$ cat src/rtl/nibble_serial_adder.sv
`default_nettype none
// +--------------------------------------------------------------------------+
// | nibble_serial_adder : byte-wide add/sub, one nibble per clock, LSN first |
// | Revision: 1.0                                                            |
// +--------------------------------------------------------------------------+
module nibble_serial_adder #(
  parameter int NIBBLES = 2
) (
  input  logic               clk,
  input  logic               rst,
  input  logic               start,
  input  logic               sub,
  input  logic [4*NIBBLES-1:0] A,
  input  logic [4*NIBBLES-1:0] B,
  output logic [4*NIBBLES:0]   sum,
  output logic               busy,
  output logic               done
);

  localparam int W  = 4 * NIBBLES;
  localparam int IW = (NIBBLES > 1) ? $clog2(NIBBLES) : 1;

  typedef enum logic [1:0] {
    IDLE = 2'd0,
    ADD  = 2'd1,
    FIN  = 2'd2
  } state_t;

  state_t          r_state;
  logic [IW-1:0]   r_idx;
  logic            r_carry;
  logic            r_sub;
  logic [W-1:0]    r_opa;
  logic [W-1:0]    r_opb;
  logic [W-1:0]    r_res;

  logic [3:0]      w_na;
  logic [3:0]      w_nb;
  logic [4:0]      w_ns;
  logic            w_last;

  // Select the current nibble pair; the loop keeps every slice a constant range.
  always_comb begin
    w_na = '0;
    w_nb = '0;
    for (int i = 0; i < NIBBLES; i++) begin
      if (r_idx == IW'(i)) begin
        w_na = r_opa[4*i +: 4];
        w_nb = r_opb[4*i +: 4];
      end
    end
  end

  assign w_ns   = {1'b0, w_na} + {1'b0, w_nb} + {4'b0000, r_carry};
  assign w_last = (r_idx == IW'(NIBBLES - 1));

  always_ff @(posedge clk or posedge rst) begin
    if (rst) begin
      r_state <= IDLE;
      r_idx   <= '0;
      r_carry <= 1'b0;
      r_sub   <= 1'b0;
      r_opa   <= '0;
      r_opb   <= '0;
      r_res   <= '0;
      sum     <= '0;
      busy    <= 1'b0;
      done    <= 1'b0;
    end else begin
      done <= 1'b0;
      case (r_state)
        IDLE: begin
          if (start) begin
            // Subtract is A + ~B + 1: the +1 enters as the initial carry.
            r_opa   <= A;
            r_opb   <= sub ? ~B : B;
            r_sub   <= sub;
            r_carry <= sub;
            r_idx   <= '0;
            busy    <= 1'b1;
            r_state <= ADD;
          end
        end
        ADD: begin
          for (int i = 0; i < NIBBLES; i++) begin
            if (r_idx == IW'(i)) begin
              r_res[4*i +: 4] <= w_ns[3:0];
            end
          end
          r_carry <= w_ns[4];
          r_idx   <= r_idx + IW'(1);
          if (w_last) begin
            r_state <= FIN;
          end
        end
        FIN: begin
          sum     <= {r_carry, r_res};
          done    <= 1'b1;
          busy    <= 1'b0;
          r_state <= IDLE;
        end
        default: begin
          r_state <= IDLE;
          busy    <= 1'b0;
        end
      endcase
    end
  end

endmodule
`default_nettype wire

$ cat config.mk
export PLATFORM = sky130hd
export DESIGN_NAME = nibble_serial_adder
export DESIGN_NICKNAME = d
export VERILOG_FILES = /design/src/rtl/nibble_serial_adder.sv
export SDC_FILE = /design/constraint.sdc
export NUM_CORES = 1
export LEC_CHECK = 0
export CORE_MARGIN = 2
export CORE_UTILIZATION = 40
export CTS_CLUSTER_DIAMETER = 40
export CTS_CLUSTER_SIZE = 16
export DETAILED_ROUTE_END_ITERATION = 10
export PLACE_DENSITY = 0.72
export SETUP_SLACK_MARGIN = 0.2
export SLEW_MARGIN = 5
export SYNTH_ARGS = -nofsm -noshare
export SYNTH_HDL_FRONTEND = slang
export SYNTH_SLANG_ARGS = --single-unit
$ cat constraint.sdc
create_clock -name clk -period 2 [get_ports clk]
set_input_delay 0.3 -clock clk [delete_from_list [all_inputs] [get_ports clk]]
set_output_delay 0.3 -clock clk [all_outputs]
set_load 0.02 [all_outputs]
Yosys cells after proc, flatten, opt, wreduce, memory -nomap -nowiden
Cells that the tools add are included.
- add/subtract/negate cells: 3
- equal/unequal tests: 4
- mux-type cells: 13
- bitwise gates (word level): 3
- reduce and logical (&&, ||, !) cells: 8
- operators with widths (operator ; count):
    $reduce_and A2 Y1 ; 6
    $mux W4 ; 2
    $mux W8 ; 1
    $not A8 Y8 ; 1
    $pmux W1 S2 ; 3
    $add A4 B4 Y5 ; 1
    $add A5 B1 Y5 ; 1
    $mux W1 ; 4
    $mux W2 ; 2
    $ne A2 B2 Y1 const B ; 2
    $pmux W2 S2 ; 1
    $eq A2 B1 Y1 const B ; 1
    $eq A2 B2 Y1 const B ; 1
    $logic_not A2 Y1 ; 1
    $not A1 Y1 ; 2
    $reduce_bool A2 Y1 ; 1
    $add A1 B1 Y1 const B ; 1
- register bits after elaboration: 39
- bits of input ports: 20
- output and inout port bits: 11
- word-level logic and storage cells: 41

Longest topological paths before layout
Gate-level depths: netlist of run 1.
- word-level depth: 4
- depth in mapped cells: 8
- mapped depth without buffers: 7

Worst setup path before layout of run 1
Ideal clock, no wire load.
- path kind: flip-flop to flip-flop
- from: register r_idx
- to: register r_res[3]
- setup time: 125 ps
- arrival: 1843 ps
- required time: 1875 ps
- path slack: 32 ps
- cell stages (with the launch flop): 8
- path buffers: 1
- period minus slack after synthesis: 1968 ps
- cell sequence: dfrtp_1 -> buf_2 -> mux2_2 -> ha_1 -> a21oi_1 -> o21ai_0 -> xor2_1 -> mux2_4
- cells in the longest elaborated chain, start to end: 3
- elaborated cells on any way between the ends: 6
- classes of those cells: 2 x add/sub; 2 x mux; 1 x bitwise; 1 x reduce/logical
- ends and longest elaborated chain (what ; RTL line ; text):
    start: declaration ; 30 ; logic [IW-1:0] r_idx;
    start signal: assignment ; 91 ; r_idx <= r_idx + IW'(1);
    $mux W4 ; 47 ; if (r_idx == IW'(i)) begin
    $add A4 B4 Y5 ; 54 ; assign w_ns = {1'b0, w_na} + {1'b0, w_nb} + {4'b0000, r_carry};
    $add A5 B1 Y5 ; 54 ;
    end signal: indexed assignment ; 87 ; r_res[4*i +: 4] <= w_ns[3:0];
    end: declaration ; 35 ; logic [W-1:0] r_res;
Parallel ways exist; a longest one is shown, timed or not.
A chain may end at the register's enable or synchronous reset.

Final worst setup path of run 1
- from: register r_idx
- to: register r_carry
- cells in the longest elaborated chain, start to end: 4
- elaborated cells on any way between the ends: 5
- classes of those cells: 2 x add/sub; 3 x mux
- ends and longest elaborated chain (what ; RTL line ; text):
    $mux W4 ; 47 ;
    $add A4 B4 Y5 (*) ; 54 ;
    $add A5 B1 Y5 (*) ; 54 ;
    $pmux W1 S2 (*) ; 71 ; case (r_state)
    end signal: assignment ; 78 ; r_carry <= sub;
    end signal: assignment ; 90 ; r_carry <= w_ns[4];
    end: declaration ; 31 ; logic r_carry;
Every way passes the cells marked *; elsewhere a longest branch is shown, timed or not.

==> impl_metrics.toml, run 1 <==
[outcome]
status = "completed"

[clock_network]
path_clk_slew_ns = 0.09
clkSinkCount = 39
cts_hold_buffers = 0
numCtsBuffers = 5
cts_buffer_depth = 2
root_buffer = "clkbuf_8"
cts_max_level = 2
cts_tree = "yes"
clk_latency_ns = 0.30

[drt]
antenna_left = 0
drc = 0
wl_per_cell_um = 13.6
vias_per_cell = 4.85
routed-via-count = 1139
drtIter0Drc = 54
drt-pass1-iter-count = 4
wirelength_um = 3200

[timing]
relSlewSlack_pct = 67.2
drv_slew = 0
setup_viol = 0
finClkSkew_ns = 0.00867
fin_hold_ws_ns = 0.403
period_share_pct = 98.3
min_period_ns = 1.97
tightest_slew_ns = 0.491
hold_violations = 0
max_freq_mhz = 509
finalSetupTns_ns = 0
rsz0062_at_grt = "true"

[global_routing]
grt-ovfl-total = 0
antenna_found_initial = 0
grt_usage_pct = 14.8
grt_pass1_vias = 1222
grt_pass1_wl_um = 5600
grt_max_degree = 40

[final_layout]
nets = 207
nFillCells = 353
n_antenna_cell = 0
final_area_mm2 = 0.00234
synthToLayoutAreaGrowth_pct = 33.4
drive_gt1_share_pct = 29.5

[floorplanning]
dieArea_mm2 = 0.00493
fp-row-count = 24
fp.coreArea_mm2 = 0.00429
num_io_pins = 31
die_x_um = 70.2
initial_core_util_pct = 40.9
die_h_um = 70.2

[place]
dpl.hpwl_um = 2390
place_area_mm2 = 0.00216
place.gp.congestion = 0.818
numPortBuffers = 30

[yosys]
syn-num-nets = 164
syn_area_mm2 = 0.00176
synth.yosys.seq_area_share_pct = 55.6
syn_inst = 139
ys_ff_latch = 39
yosysWarningCount = 0
syn_avg_cell_area_um2 = 12.6
synth_cell_type_count = 27

[critical_path]
r2r_end = "r_carry"
reg2regPathDepth = 8
crit_type = "reg2reg"
startpoint_type = "flop"
timing.rr.start = "r_idx"
crit_path_end_kind = "flop"
arrival_ns = 2.21
rrSetupSlack_ns = 0.03
crit_required_ns = 2.24
path_max_fanout = 6

[power_and_ir_drop]
power.leakage_nw = 1.00
peakVddDrop_mv = 0.705
power.density_mw_per_mm2 = 1870

[worst_hold_path]
hold_path.class = "in2async"

[flow_run]
cap_viol_max_count = 0
-- cell usage after synthesis --
| cell type | instances | area [um^2] |
|---|---|---|
| dfrtp_1 | 39 | 976 |
| mux2_2 | 20 | 225 |
| nor2_1 | 10 | 37.5 |
| a21oi_1 | 9 | 45.0 |
| nand2_1 | 9 | 33.8 |
| o21ai_0 | 9 | 45.0 |
| xnor2_1 | 8 | 70.1 |
| inv_1 | 6 | 22.5 |
| mux2i_1 | 4 | 40.0 |
| ha_1 | 3 | 37.5 |
| buf_6 | 2 | 22.5 |
| fa_1 | 2 | 40.0 |
| mux2_1 | 2 | 22.5 |
| nand2b_1 | 2 | 12.5 |
| xor2_1 | 2 | 17.5 |
| a21o_1 | 1 | 7.51 |
| a22o_1 | 1 | 8.76 |
| and2b_4 | 1 | 10.0 |
| buf_2 | 1 | 5.00 |
| buf_4 | 1 | 7.51 |
| clkbuf_1 | 1 | 3.75 |
| mux2_4 | 1 | 15.0 |
| nand2_2 | 1 | 6.26 |
| nand3b_1 | 1 | 7.51 |
| nor2_4 | 1 | 11.3 |
| nor2b_1 | 1 | 6.26 |
| nor3b_4 | 1 | 18.8 |
-- cell usage in the layout (no fill, tap or decap), drive strengths merged, types with 2 or more instances in the layout --
master	n
nand2	10
mux2i	4
clkdlybuf4s50	30
nand2b	2
a21oi	9
fa	2
mux2	23
buf	11
inv	7
xor2	2
xnor2	8
nor2	11
o21ai	9
ha	3
dfrtp	39
clkbuf	5
-- critical path: stages (launching register included) --
cell and delay (ns):
dfrtp_1 0.39, buf_6 0.14, mux2i_2 0.15, fa_2 0.42, fa_2 0.41, nor2b_2 0.14, o21ai_1 0.07, nand3b_1 0.08
a22o_1 0.12
-- registers in the layout (all words and copies together) (netlist names), 2 cells and up --
signal and count:
r_opa 8, r_state 2, sum 9, r_res 8
r_opb 8
-- how the worst max path moves through the flow --
stage / startpoint / to / slack [ns] / cells after the start
global route: r_idx / r_carry / -0.06 / 8
global placement: r_idx / r_res[3] / 0.13 / 7
floorplan: r_idx / r_res[3] / 0.20 / 8
CTS: r_idx / r_carry / 0.11 / 8
finish: r_idx / r_carry / 0.03 / 8
detailed placement: r_idx / r_res[7] / 0.07 / 7
-- where the power goes --
group	switching, mW	internal, mW	total [mW]	leakage (nW)
logic	1.06	1.23	2.29	0.482
clock network	0.297	0.378	0.675	0.0587
registers	0.237	1.18	1.42	0.462
total	1.60	2.79	4.39	1.00
-- layer usage --
layer / share of wire (%) / vias to the layer above / GRT usage [%]
met5: 0 / - / 0
met4: 2.2 / 0 / 5.77
met3: 4.8 / 8 / 5.05
met2: 52 / 31 / 25.3
met1: 41 / 550 / 16.9
li1: - / 550 / -
-- through the flow --
| stage | instances | power (mW) | setup WS (ns) | util (%) |
|---|---|---|---|---|
| after CTS | 233 | 4.26 | 0.107 | 53.6 |
| final | 235 | 4.39 | 0.0338 | 54.5 |
| after detailed placement | 223 | 3.45 | 0.0674 | 50.2 |
| after floorplan | 139 | 2.80 | 0.198 | - |
| after global placement | 223 | 3.30 | 0.126 | 50.2 |
| after global routing | 235 | 4.75 | -0.0615 | 54.5 |
-- cells by family (layout without fill, tap and decap cells) --
group	after synthesis	after routing	synth area share [%]
flip-flops	39	39	55.6
multiplexers	27	27	17.2
AND/OR/NAND/NOR	27	27	8.20
AO/OA/AOI/OAI	20	20	6.06
buffers and inverters	11	55	3.49
XOR/XNOR	10	10	4.99
adder cells (fa/ha/maj)	5	5	4.42
-- cell type report --
class / instances / area (um^2) / area share, %
Clock buffer: 5 / 68.8 / 2.94
Timing Repair Buffer: 41 / 387 / 16.5
Inverter: 6 / 22.5 / 0.962
Multi-Input combinational cell: 89 / 776 / 33.1
Tap cell: 52 / 65.1 / 2.78
Sequential cell: 39 / 976 / 41.7
Clock inverter: 3 / 47.5 / 2.03
-- repair_timing --
item                                    CTS  global route
pin swaps                                 2             5
endpoints found under the setup margin    6             7
endpoints found under the hold margin     0             0
resized for setup                         6             9
setup buffers                             2             2
(Power assumes the default switching activity.)
==> run 2: changes to the inputs <==
--- a/config.mk
+++ b/config.mk
@@ -7,6 +7,7 @@
 export LEC_CHECK = 0
 export CORE_MARGIN = 2
 export CORE_UTILIZATION = 40
+export CTS_BUF_LIST = sky130_fd_sc_hd__clkbuf_4 sky130_fd_sc_hd__clkbuf_8 sky130_fd_sc_hd__clkbuf_16
 export CTS_CLUSTER_DIAMETER = 40
 export CTS_CLUSTER_SIZE = 16
 export DETAILED_ROUTE_END_ITERATION = 10
==> results of run 2 <==
No change in the layout: final DEF, timing and power equal those of run 1.
==> run 3: changes to the inputs <==
--- a/config.mk
+++ b/config.mk
@@ -6,12 +6,11 @@
 export NUM_CORES = 1
 export LEC_CHECK = 0
 export CORE_MARGIN = 2
-export CORE_UTILIZATION = 40
+export CORE_UTILIZATION = 46
 export CTS_BUF_LIST = sky130_fd_sc_hd__clkbuf_4 sky130_fd_sc_hd__clkbuf_8 sky130_fd_sc_hd__clkbuf_16
-export CTS_CLUSTER_DIAMETER = 40
 export CTS_CLUSTER_SIZE = 16
 export DETAILED_ROUTE_END_ITERATION = 10
-export PLACE_DENSITY = 0.72
+export PLACE_DENSITY = 0.8
 export SETUP_SLACK_MARGIN = 0.2
 export SLEW_MARGIN = 5
 export SYNTH_ARGS = -nofsm -noshare
==> impl_metrics.toml, run 3 (synthesis results as in run 1) <==
[final_layout]
regMostFlops = "sum"
final_common_cell = "dfrtp_1"
nets = 207
n_antenna_cell = 0
drive_gt1_share_pct = 28.4
mostFrequentLayoutCells = "38 x dfrtp_1, 30 x clkdlybuf4s50_1, 18 x mux2_2"
largest_reg_flops = 9
synthToLayoutAreaGrowth_pct = 32.4

[timing]
hold_violations = 0
drv_slew = 0
max_freq_mhz = 528
finClkSkew_ns = 0.00306
finalSetupTns_ns = 0
relSlewSlack_pct = 66.9
rsz0062_at_grt = "true"
tightest_slew_ns = 0.495
setup_viol = 0
period_share_pct = 94.8
fin_ws_ns = 0.105
min_period_ns = 1.90
fin_hold_ws_ns = 0.415

[global_routing]
grt_max_degree = 40
grt_pass1_wl_um = 5480
grt-ovfl-total = 0
grt_pass1_vias = 1246
grt_usage_pct = 17.4
busiest_layer = "met2"
met3_usage_pct = 5.62
met1_usage_pct = 18.8
antenna_found_initial = 0
use_met2_pct = 31.6

[clock_network]
cts_buffer_depth = 2
path_clk_slew_ns = 0.07
root_buffer = "clkbuf_8"
cts_tree = "yes"
clkSinkCount = 39
cts_hold_buffers = 0
clk_latency_ns = 0.29
cts_max_level = 2
numCtsBuffers = 5

[drt]
vias_per_cell = 5.03
wl_per_cell_um = 13.6
routed-via-count = 1163
wirelength_um = 3140
antenna_left = 0
drc = 0
drtIter0Drc = 97
drt-pass1-iter-count = 4

[critical_path]
startpoint_type = "flop"
crit_path_max_incr_delay_ns = 0.45
crit_path_end_kind = "flop"
reg2regPathDepth = 7
crit_buf_inv = 1
cp_cell_sequence = "buf_4, mux2_4, ha_4, nor2b_2, o21ai_1, nand3b_1, a22o_1"
r2r_end = "r_carry"
arrival_ns = 2.08
crit_slowest_cell = "dfrtp_2"
critPathTopFamily = "flip-flops"
rrSetupSlack_ns = 0.10
crit_type = "reg2reg"
timing.rr.start = "r_idx"
path_max_fanout = 5
crit_required_ns = 2.19

[floorplanning]
initial_core_util_pct = 47.9
num_io_pins = 31
fp-row-count = 22
die_h_um = 65.8
fp.coreArea_mm2 = 0.00366
die_x_um = 65.8
dieArea_mm2 = 0.00433

[power_and_ir_drop]
p_switching_mw = 1.54
internal_power_mw = 2.79
peakVddDrop_mv = 0.843
swShare_pct = 35.5
seqPwrFrac_pct = 32.8
finalPower_mw = 4.32
clockPowerShare_pct = 15.6
power.density_mw_per_mm2 = 1860
power.leakage_nw = 1.01
combPwrFrac_pct = 51.6

[place]
numPortBuffers = 30
place.gp.congestion = 0.867
dpl.hpwl_um = 2300
pre_cts_ws_ns = 0.0451

[flow_run]
cap_viol_max_count = 0

[worst_hold_path]
hold_path.class = "in2async"

[outcome]
status = "completed"
==> run 3: worst max-delay path by stage <==
stage	slack (ns)	depth (start not counted)	start	end
floorplan	0.20	8	r_idx	r_res[3]
global placement	0.09	6	r_idx	r_res[3]
detailed placement	0.05	6	r_idx	r_res[7]
CTS	0.11	7	r_idx	r_carry
global route	0.04	7	r_idx	r_carry
finish	0.10	7	r_idx	r_carry
==> run 3: layout make-up <==
cell class | count | area, um^2
Clock buffer | 6 | 82.6
Clock inverter | 2 | 35.0
Fill cell | 294 | 1340
Inverter | 6 | 22.5
Multi-Input combinational cell | 89 | 761
Sequential cell | 39 | 977
Tap cell | 48 | 60.1
Timing Repair Buffer | 41 | 387
==> run 3: worst min-delay path, stage by stage <==
cell	delay, ns
clkdlybuf4s50_1	0.40
inv_1	0.05
buf_4	0.40
==> run 3: what timing repair did <==
item / 4_1_cts / 5_1_grt
pin swaps: 2 / 1
setup buffers: 4 / 1
setup endpoints to repair: 7 / 5
gates resized for setup: 7 / 3
==> run 3: power groups by stage <==
stage	Combinational, mW	Sequential, mW	Clock, mW
after floorplan	1.32	1.49	0
after global placement	1.84	1.43	0
after detailed placement	1.94	1.45	0
after CTS	2.14	1.43	0.691
after global routing	2.46	1.47	0.735
final	2.23	1.42	0.676
==> run 3: metrics by stage <==
stage	cell area, um^2	util (%)	std cells
after global placement	2140	58.5	218
after detailed placement	2140	58.5	218
after CTS	2310	63.0	230
final	2320	63.5	231
after floorplan	1780	-	139
after global routing	2320	63.5	231
==> run 3: metal layers <==
layer	wire (um)	vias up
met1	1210	574
li1	-	548
met2	1690	33
met5	0	-
met3	171	8
met4	70	0
